<file path="config.mk">
export PLATFORM = sky130hd
export DESIGN_NAME = pir_display_scan
export DESIGN_NICKNAME = d
export VERILOG_FILES = /design/src/rtl/pir_display_scan.sv
export SDC_FILE = /design/constraint.sdc
export NUM_CORES = 1
export LEC_CHECK = 0
export BUFFER_PORTS_ARGS = -buffer_cell sky130_fd_sc_hd__buf_2
export CAP_MARGIN = 20
export CORE_UTILIZATION = 55
export CTS_CLUSTER_DIAMETER = 80
export DETAILED_ROUTE_END_ITERATION = 8
export PLACE_DENSITY = 0.72
export SETUP_SLACK_MARGIN = 0.05
export SLEW_MARGIN = 20
export SYNTH_ARGS = -nofsm -noshare
export SYNTH_HDL_FRONTEND = slang
export SYNTH_SLANG_ARGS = --single-unit
</file>
<file path="constraint.sdc">
create_clock -name clk -period 5.55 [get_ports clk]
set_input_delay 0.555 -clock clk [delete_from_list [all_inputs] [get_ports clk]]
set_output_delay 0.555 -clock clk [all_outputs]
set_load 0.02 [all_outputs]
</file>
<file path="src/rtl/pir_display_scan.sv">
// Display-side consumer of the motion controller status word: latches the word, converts
// its 8-bit fields to BCD with a shift-add-3 engine and scans an 8-digit active-low display.
module pir_display_scan #(
  parameter int SCAN_DIV    = 1000,
  parameter int PAGE_FRAMES = 64
) (
  input  logic        clk,
  input  logic        rst_n,
  input  logic [31:0] display_data,
  output logic [6:0]  seg_n,
  output logic [7:0]  an_n,
  output logic        busy
);

  localparam int DIV_W = $clog2(SCAN_DIV);
  localparam int FRM_W = (PAGE_FRAMES > 1) ? $clog2(PAGE_FRAMES) : 1;

  localparam logic [6:0] SEG_BLANK = 7'h7F;
  localparam logic [6:0] SEG_DASH  = 7'h3F;
  localparam logic [6:0] SEG_E     = 7'h06;
  localparam logic [6:0] SEG_C     = 7'h46;

  typedef enum logic {S_IDLE, S_CONVERT} state_t;

  state_t r_state, w_state_nxt;

  // Conversion engine
  logic [31:0] r_shadow;
  logic [7:0]  r_bin_pk, r_bin_ls, r_bin_ct;
  logic [11:0] r_bcd_pk, r_bcd_ls, r_bcd_ct;
  logic [3:0]  r_iter;
  logic        r_busy;

  // Committed display image
  logic [11:0] r_dsp_pk, r_dsp_ls, r_dsp_ct;
  logic [3:0]  r_id_pk, r_id_ls;

  // Scan
  logic [DIV_W-1:0] r_div, w_div_nxt;
  logic [2:0]       r_idx, w_idx_nxt;
  logic [FRM_W-1:0] r_frame, w_frame_nxt;
  logic             r_page, w_page_nxt;
  logic             w_div_term, w_frame_wrap, w_frm_term;
  logic [6:0]       r_seg_n, w_seg_nxt;
  logic [7:0]       r_an_n, w_an_nxt;

  logic        w_start, w_commit;
  logic [19:0] w_step_pk, w_step_ls, w_step_ct;

  function automatic logic [11:0] add3(input logic [11:0] b);
    logic [11:0] r;
    for (int i = 0; i < 3; i++) begin
      r[i*4 +: 4] = (b[i*4 +: 4] >= 4'd5) ? b[i*4 +: 4] + 4'd3 : b[i*4 +: 4];
    end
    return r;
  endfunction

  // Values 10..15 only ever reach this through an id field, where they render as 'E'.
  function automatic logic [6:0] num_seg(input logic [3:0] d);
    case (d)
      4'd0:    num_seg = 7'h40;
      4'd1:    num_seg = 7'h79;
      4'd2:    num_seg = 7'h24;
      4'd3:    num_seg = 7'h30;
      4'd4:    num_seg = 7'h19;
      4'd5:    num_seg = 7'h12;
      4'd6:    num_seg = 7'h02;
      4'd7:    num_seg = 7'h78;
      4'd8:    num_seg = 7'h00;
      4'd9:    num_seg = 7'h10;
      default: num_seg = SEG_E;
    endcase
  endfunction

  function automatic logic [6:0] id_seg(input logic [3:0] id);
    id_seg = (id == 4'd0) ? SEG_DASH : num_seg(id);
  endfunction

  function automatic logic [6:0] val_seg(input logic [11:0] bcd, input logic [1:0] pos);
    logic h_zero, t_zero;
    h_zero = (bcd[11:8] == 4'd0);
    t_zero = (bcd[7:4] == 4'd0);
    case (pos)
      2'd2:    val_seg = h_zero ? SEG_BLANK : num_seg(bcd[11:8]);
      2'd1:    val_seg = (h_zero && t_zero) ? SEG_BLANK : num_seg(bcd[7:4]);
      default: val_seg = num_seg(bcd[3:0]);
    endcase
  endfunction

  assign w_start  = (r_state == S_IDLE) && (display_data != r_shadow);
  assign w_commit = (r_state == S_CONVERT) && (r_iter == 4'd8);

  assign w_step_pk = {add3(r_bcd_pk), r_bin_pk} << 1;
  assign w_step_ls = {add3(r_bcd_ls), r_bin_ls} << 1;
  assign w_step_ct = {add3(r_bcd_ct), r_bin_ct} << 1;

  always_ff @(posedge clk or negedge rst_n) begin
    if (!rst_n) r_state <= S_IDLE;
    else        r_state <= w_state_nxt;
  end

  // NOTE: every signal assigned in a combinational block gets a default first so no latch is inferred.
  always_comb begin
    w_state_nxt = r_state;
    case (r_state)
      S_IDLE:    if (w_start)  w_state_nxt = S_CONVERT;
      S_CONVERT: if (w_commit) w_state_nxt = S_IDLE;
      default:   w_state_nxt = S_IDLE;
    endcase
  end

  // NOTE: sequential state uses non-blocking assignments so all registers update from pre-edge values.
  always_ff @(posedge clk or negedge rst_n) begin
    if (!rst_n) begin
      r_shadow <= '0;
      r_bin_pk <= '0;
      r_bin_ls <= '0;
      r_bin_ct <= '0;
      r_bcd_pk <= '0;
      r_bcd_ls <= '0;
      r_bcd_ct <= '0;
      r_iter   <= '0;
      r_busy   <= 1'b0;
      r_dsp_pk <= '0;
      r_dsp_ls <= '0;
      r_dsp_ct <= '0;
      r_id_pk  <= '0;
      r_id_ls  <= '0;
    end else if (w_start) begin
      r_shadow <= display_data;
      r_bin_pk <= display_data[7:0];
      r_bin_ls <= display_data[19:12];
      r_bin_ct <= display_data[31:24];
      r_bcd_pk <= '0;
      r_bcd_ls <= '0;
      r_bcd_ct <= '0;
      r_iter   <= '0;
      r_busy   <= 1'b1;
    end else if (w_commit) begin
      // Ids come from the same shadow sample as the converted values.
      r_dsp_pk <= r_bcd_pk;
      r_dsp_ls <= r_bcd_ls;
      r_dsp_ct <= r_bcd_ct;
      r_id_pk  <= r_shadow[11:8];
      r_id_ls  <= r_shadow[23:20];
      r_busy   <= 1'b0;
    end else if (r_state == S_CONVERT) begin
      {r_bcd_pk, r_bin_pk} <= w_step_pk;
      {r_bcd_ls, r_bin_ls} <= w_step_ls;
      {r_bcd_ct, r_bin_ct} <= w_step_ct;
      r_iter <= r_iter + 4'd1;
    end
  end

  assign w_div_term   = (r_div == DIV_W'(SCAN_DIV - 1));
  assign w_div_nxt    = w_div_term ? '0 : r_div + 1'b1;
  assign w_idx_nxt    = w_div_term ? r_idx + 3'd1 : r_idx;
  assign w_frame_wrap = w_div_term && (r_idx == 3'd7);
  assign w_frm_term   = (r_frame == FRM_W'(PAGE_FRAMES - 1));
  assign w_frame_nxt  = w_frame_wrap ? (w_frm_term ? '0 : r_frame + 1'b1) : r_frame;
  assign w_page_nxt   = (w_frame_wrap && w_frm_term) ? ~r_page : r_page;

  // Digit enables are blanked for the first clock of every slot to hide segment transitions.
  assign w_an_nxt = (w_div_nxt == '0) ? 8'hFF : ~(8'd1 << w_idx_nxt);

  always_comb begin
    w_seg_nxt = SEG_BLANK;
    if (!w_page_nxt) begin
      case (w_idx_nxt)
        3'd7:    w_seg_nxt = id_seg(r_id_pk);
        3'd6:    w_seg_nxt = val_seg(r_dsp_pk, 2'd2);
        3'd5:    w_seg_nxt = val_seg(r_dsp_pk, 2'd1);
        3'd4:    w_seg_nxt = val_seg(r_dsp_pk, 2'd0);
        3'd3:    w_seg_nxt = id_seg(r_id_ls);
        3'd2:    w_seg_nxt = val_seg(r_dsp_ls, 2'd2);
        3'd1:    w_seg_nxt = val_seg(r_dsp_ls, 2'd1);
        default: w_seg_nxt = val_seg(r_dsp_ls, 2'd0);
      endcase
    end else begin
      case (w_idx_nxt)
        3'd7:    w_seg_nxt = SEG_C;
        3'd2:    w_seg_nxt = val_seg(r_dsp_ct, 2'd2);
        3'd1:    w_seg_nxt = val_seg(r_dsp_ct, 2'd1);
        3'd0:    w_seg_nxt = val_seg(r_dsp_ct, 2'd0);
        default: w_seg_nxt = SEG_BLANK;
      endcase
    end
  end

  always_ff @(posedge clk or negedge rst_n) begin
    if (!rst_n) begin
      r_div   <= '0;
      r_idx   <= '0;
      r_frame <= '0;
      r_page  <= 1'b0;
      r_seg_n <= SEG_BLANK;
      r_an_n  <= 8'hFF;
    end else begin
      r_div   <= w_div_nxt;
      r_idx   <= w_idx_nxt;
      r_frame <= w_frame_nxt;
      r_page  <= w_page_nxt;
      r_seg_n <= w_seg_nxt;
      r_an_n  <= w_an_nxt;
    end
  end

  assign seg_n = r_seg_n;
  assign an_n  = r_an_n;
  assign busy  = r_busy;

endmodule

</file>
==> results.md <==
* GP Congestion at 0.940
* Pin count of the biggest net entering global routing at 97
* Area of the multi-input gates at 6210 µm²
* Worst Path Arrival at 3.96 ns
* Flops & latches, synth at 177
* Vias at 8534
* Largest family of logic cells by synthesized area: compound AO/OA/AOI/OAI gates
* Worst Setup End Kind: flip-flop
* Cts bufs inserted at 17
* Cell Area, Synth at 11200 µm²
* Final slew viol count at 0
* CTS sink cnt at 177
* Crit-path cells: ha_1, ha_1, or3b_1, nor4_4, a21oi_2, a2111oi_0, a2111oi_0, a31oi_1
* Final Hold Vio Count at 0
* Row count at 51
* Post-Synth XOR/XNOR Area at 4.77%
* RSZ-0062 raised after global routing: no
* Slew @ Worst Pin at 1.06 ns
* Post-CTS setup buffer count at 0
* Initial core utilization at 56.8%
* Tcrit/Tclk final at 65.0%
* Total power at 5.62 mW
* LEAKAGE at 5.32 nW
* Mux cell area share after synthesis at 7.76%
* Number of global-route vias before repair at 7936
* Non-Filler Instances at 1457
* Fill cells at 1634
* Post-DP HPWL at 17900 µm
* Clock Skew at 0.0138 ns
* Startpoint Class: flip-flop
* Post-synth EDFFs at 0
* Detail Route Antenna Nets at 0
* Full die area at 20900 µm²
* Final Setup Violations at 0
* Placement Setup Slack at 2.06 ns
* CP max FO at 29
* Avg Inst Size Synth at 9.54 µm²
* Global-route wire length before repair at 40700 µm
* Port bufs at 49
* Post-Syn Instances at 1173
* Synth Area in Compound Gates at 18.3%
* Iteration-0 DRC Markers at 574
* H-tree depth at 4
* Syn_nets at 1288
* FMAX at 277 MHz
* CTS Buffer Depth at 2
* CTS tree: built
* Synth Area in Adders at 9.05%
* Hold Crit Class: in2async
* Die X at 145 µm
* Per-cell routed wire length at 17.1 µm
* Synth-to-Final Area Change at 8.68%
* Setup CP Type: reg2reg
* CTS resizes at 0
* Root Driver: clkbuf_16
* Total wire length at 25000 µm
* Outcome: finished clean
* Min cycle time layout at 3.61 ns
* # Max-Cap Violations at 0
* Inst Count DP at 1425
* Final nets at 1294
* Power density over the cells at 462 nW/µm²
* Synth Area in Simple Gates at 15.5%
* Max IR drop VDD at 0.279 mV
* Post-layout util at 61.7%
* Worst-Skew Late Latency at 0.44 ns
* FF/Latch Area at 4450 µm²
* Setup TNS at 0 ns
* Initial antenna violation count at 0
* Antenna cells at 0
* Post-DR vias/cell at 5.86
* Synth async-reset ratio at 100%
* Remaining global-route overflow at 0
* Die Y at 145 µm
* Share of cells above drive strength 1 at 16.4%
* Worst slew margin at 29.2%
* Synth warn at 0
* Clock-pin slew on the worst setup and hold paths at 0.08 ns
* Slack of the critical path at 1.94 ns
* Hold_buf cts at 0
* DRC viols at 0
* Worst path max stage delay at 0.92 ns
* Distinct cell type count after synthesis at 78
* Seq/Total Area, Yosys at 39.7%
* GRT Overall Usage at 25.1%
* Number of iterations in the first detailed-routing pass at 5
* Crit path required time at 5.91 ns
* I/O pin total at 50
* Main synth FF type: dfrtp_1
* Critical-path top delay cell: dfrtp_1
* Core Region at 19700 µm²
cells in the mapped netlist, drive strengths merged, types with 6 or more instances:
| cell type | n | area (µm²) |
|---|---|---|
| a2111oi | 9 | 104 |
| a211oi | 13 | 97.6 |
| a21o | 26 | 195 |
| a21oi | 79 | 399 |
| a22o | 24 | 210 |
| a31oi | 13 | 81.3 |
| buf | 17 | 123 |
| clkbuf | 52 | 195 |
| dfrtp | 162 | 4050 |
| dfstp | 15 | 394 |
| ha | 81 | 1010 |
| inv | 62 | 233 |
| mux2 | 67 | 754 |
| mux2i | 11 | 114 |
| nand2 | 82 | 310 |
| nand2b | 17 | 106 |
| nand3 | 23 | 133 |
| nand3b | 7 | 52.6 |
| nand4 | 13 | 81.3 |
| nor2 | 85 | 335 |
| nor2b | 24 | 150 |
| nor3 | 37 | 190 |
| nor4 | 13 | 139 |
| o21ai | 74 | 370 |
| o21bai | 7 | 52.6 |
| o22ai | 21 | 131 |
| o31ai | 10 | 75.1 |
| or3 | 6 | 42.5 |
| xnor2 | 49 | 429 |
| xor2 | 12 | 105 |
registers in the layout (all words and copies together), names as in the netlist, 10 cells and up:
signal and cells:
r_bcd_ls 12, r_dsp_pk 12, r_shadow 32, r_bcd_ct 12, r_div 10, r_bcd_pk 12, r_dsp_ct 12, r_dsp_ls 12
cells by family after synthesis:
kind of cell | after synthesis
simple gates | 332
compound gates | 313
flops | 177
buf+inv | 131
fa+ha+maj | 81
mux | 78
xor+xnor | 61
placed cells by master, fill, tap and decap left out, types with 5 or more instances in the layout:
cell | synthesis | final
a211oi_1 | 13 | 13
a2111oi_0 | 7 | 7
a21oi_1 | 78 | 77
mux2_2 | 67 | 67
inv_1 | 61 | 61
nand4_1 | 13 | 13
nand3_1 | 21 | 21
o21bai_1 | 7 | 7
buf_4 | 2 | 7
buf_2 | 5 | 48
nand2_1 | 81 | 81
nor2b_1 | 24 | 24
nand2b_1 | 17 | 17
and3_1 | 5 | 5
a21o_1 | 26 | 26
nor2_1 | 84 | 84
xor2_1 | 12 | 12
ha_1 | 81 | 81
clkbuf_16 | 0 | 17
o21ai_0 | 73 | 73
dfrtp_1 | 162 | 162
mux2i_1 | 10 | 10
xnor2_1 | 49 | 49
a31oi_1 | 13 | 13
nand3b_1 | 7 | 7
nor3_1 | 36 | 36
clkinv_8 | 0 | 7
nor4_1 | 8 | 8
dfstp_2 | 15 | 15
a22o_1 | 24 | 24
o22ai_1 | 21 | 21
or3_1 | 5 | 5
o31ai_1 | 10 | 10
through the flow:
| stage | area (µm²) | hold WS (ns) |
|---|---|---|
| floorplan | 11200 | 0.259 |
| global placement | 11500 | 0.460 |
| detailed placement | 11500 | 0.467 |
| CTS | 12200 | 0.0814 |
| global route | 12200 | 0.107 |
| finish | 12200 | 0.0661 |
where the power goes:
part	internal (mW)	leakage [nW]	switching, mW
clock	0.630	0.303	0.643
sequential	1.69	2.25	0.510
combinational	0.962	2.77	1.19
worst max-delay path, delay by kind of cell, from the launching register on:
family                     cells  cell delay [ns]
AOI/OAI and AO/OA              4             1.31
DFF                            1             0.92
and+or+nand+nor                2             0.70
adders and majority gates      2             0.59
area by class of cell:
type,count,area share (%)
multi-input combinational,865,51.0
sequential,177,36.6
clock buffer,17,3.50
tap,265,2.73
timing repair buffer,56,2.50
inverter,62,1.91
clock inverter,15,1.79
path summary, 6_finish.rpt:
check                                 from     endpoint  slack [ns]  depth (start not counted)
max                               r_idx[0]     seg_n[3]        1.94                          8
min                                  rst_n   r_id_pk[0]        0.07                          1
max reg2reg                       r_idx[0]     seg_n[3]        1.94                          8
min reg2reg                    r_bin_pk[4]  r_bin_pk[4]        0.48                          1
max in group asynchronous            rst_n  r_bcd_ls[9]        4.22                          2
min in group clk           display_data[9]  r_shadow[9]        0.37                          2
per-layer routing:
layer  routed length (µm)  share of wire (%)  vias up  GRT usage, %
li1                     -                  -     4173             -
met1                11800                 47     4130          35.0
met2                11600                 46      197          39.6
met3                 1080                4.3       34          4.31
met4                  540                2.2        0          8.09
met5                    0                  0        -             0
Power figures use the tool's default switching activity.
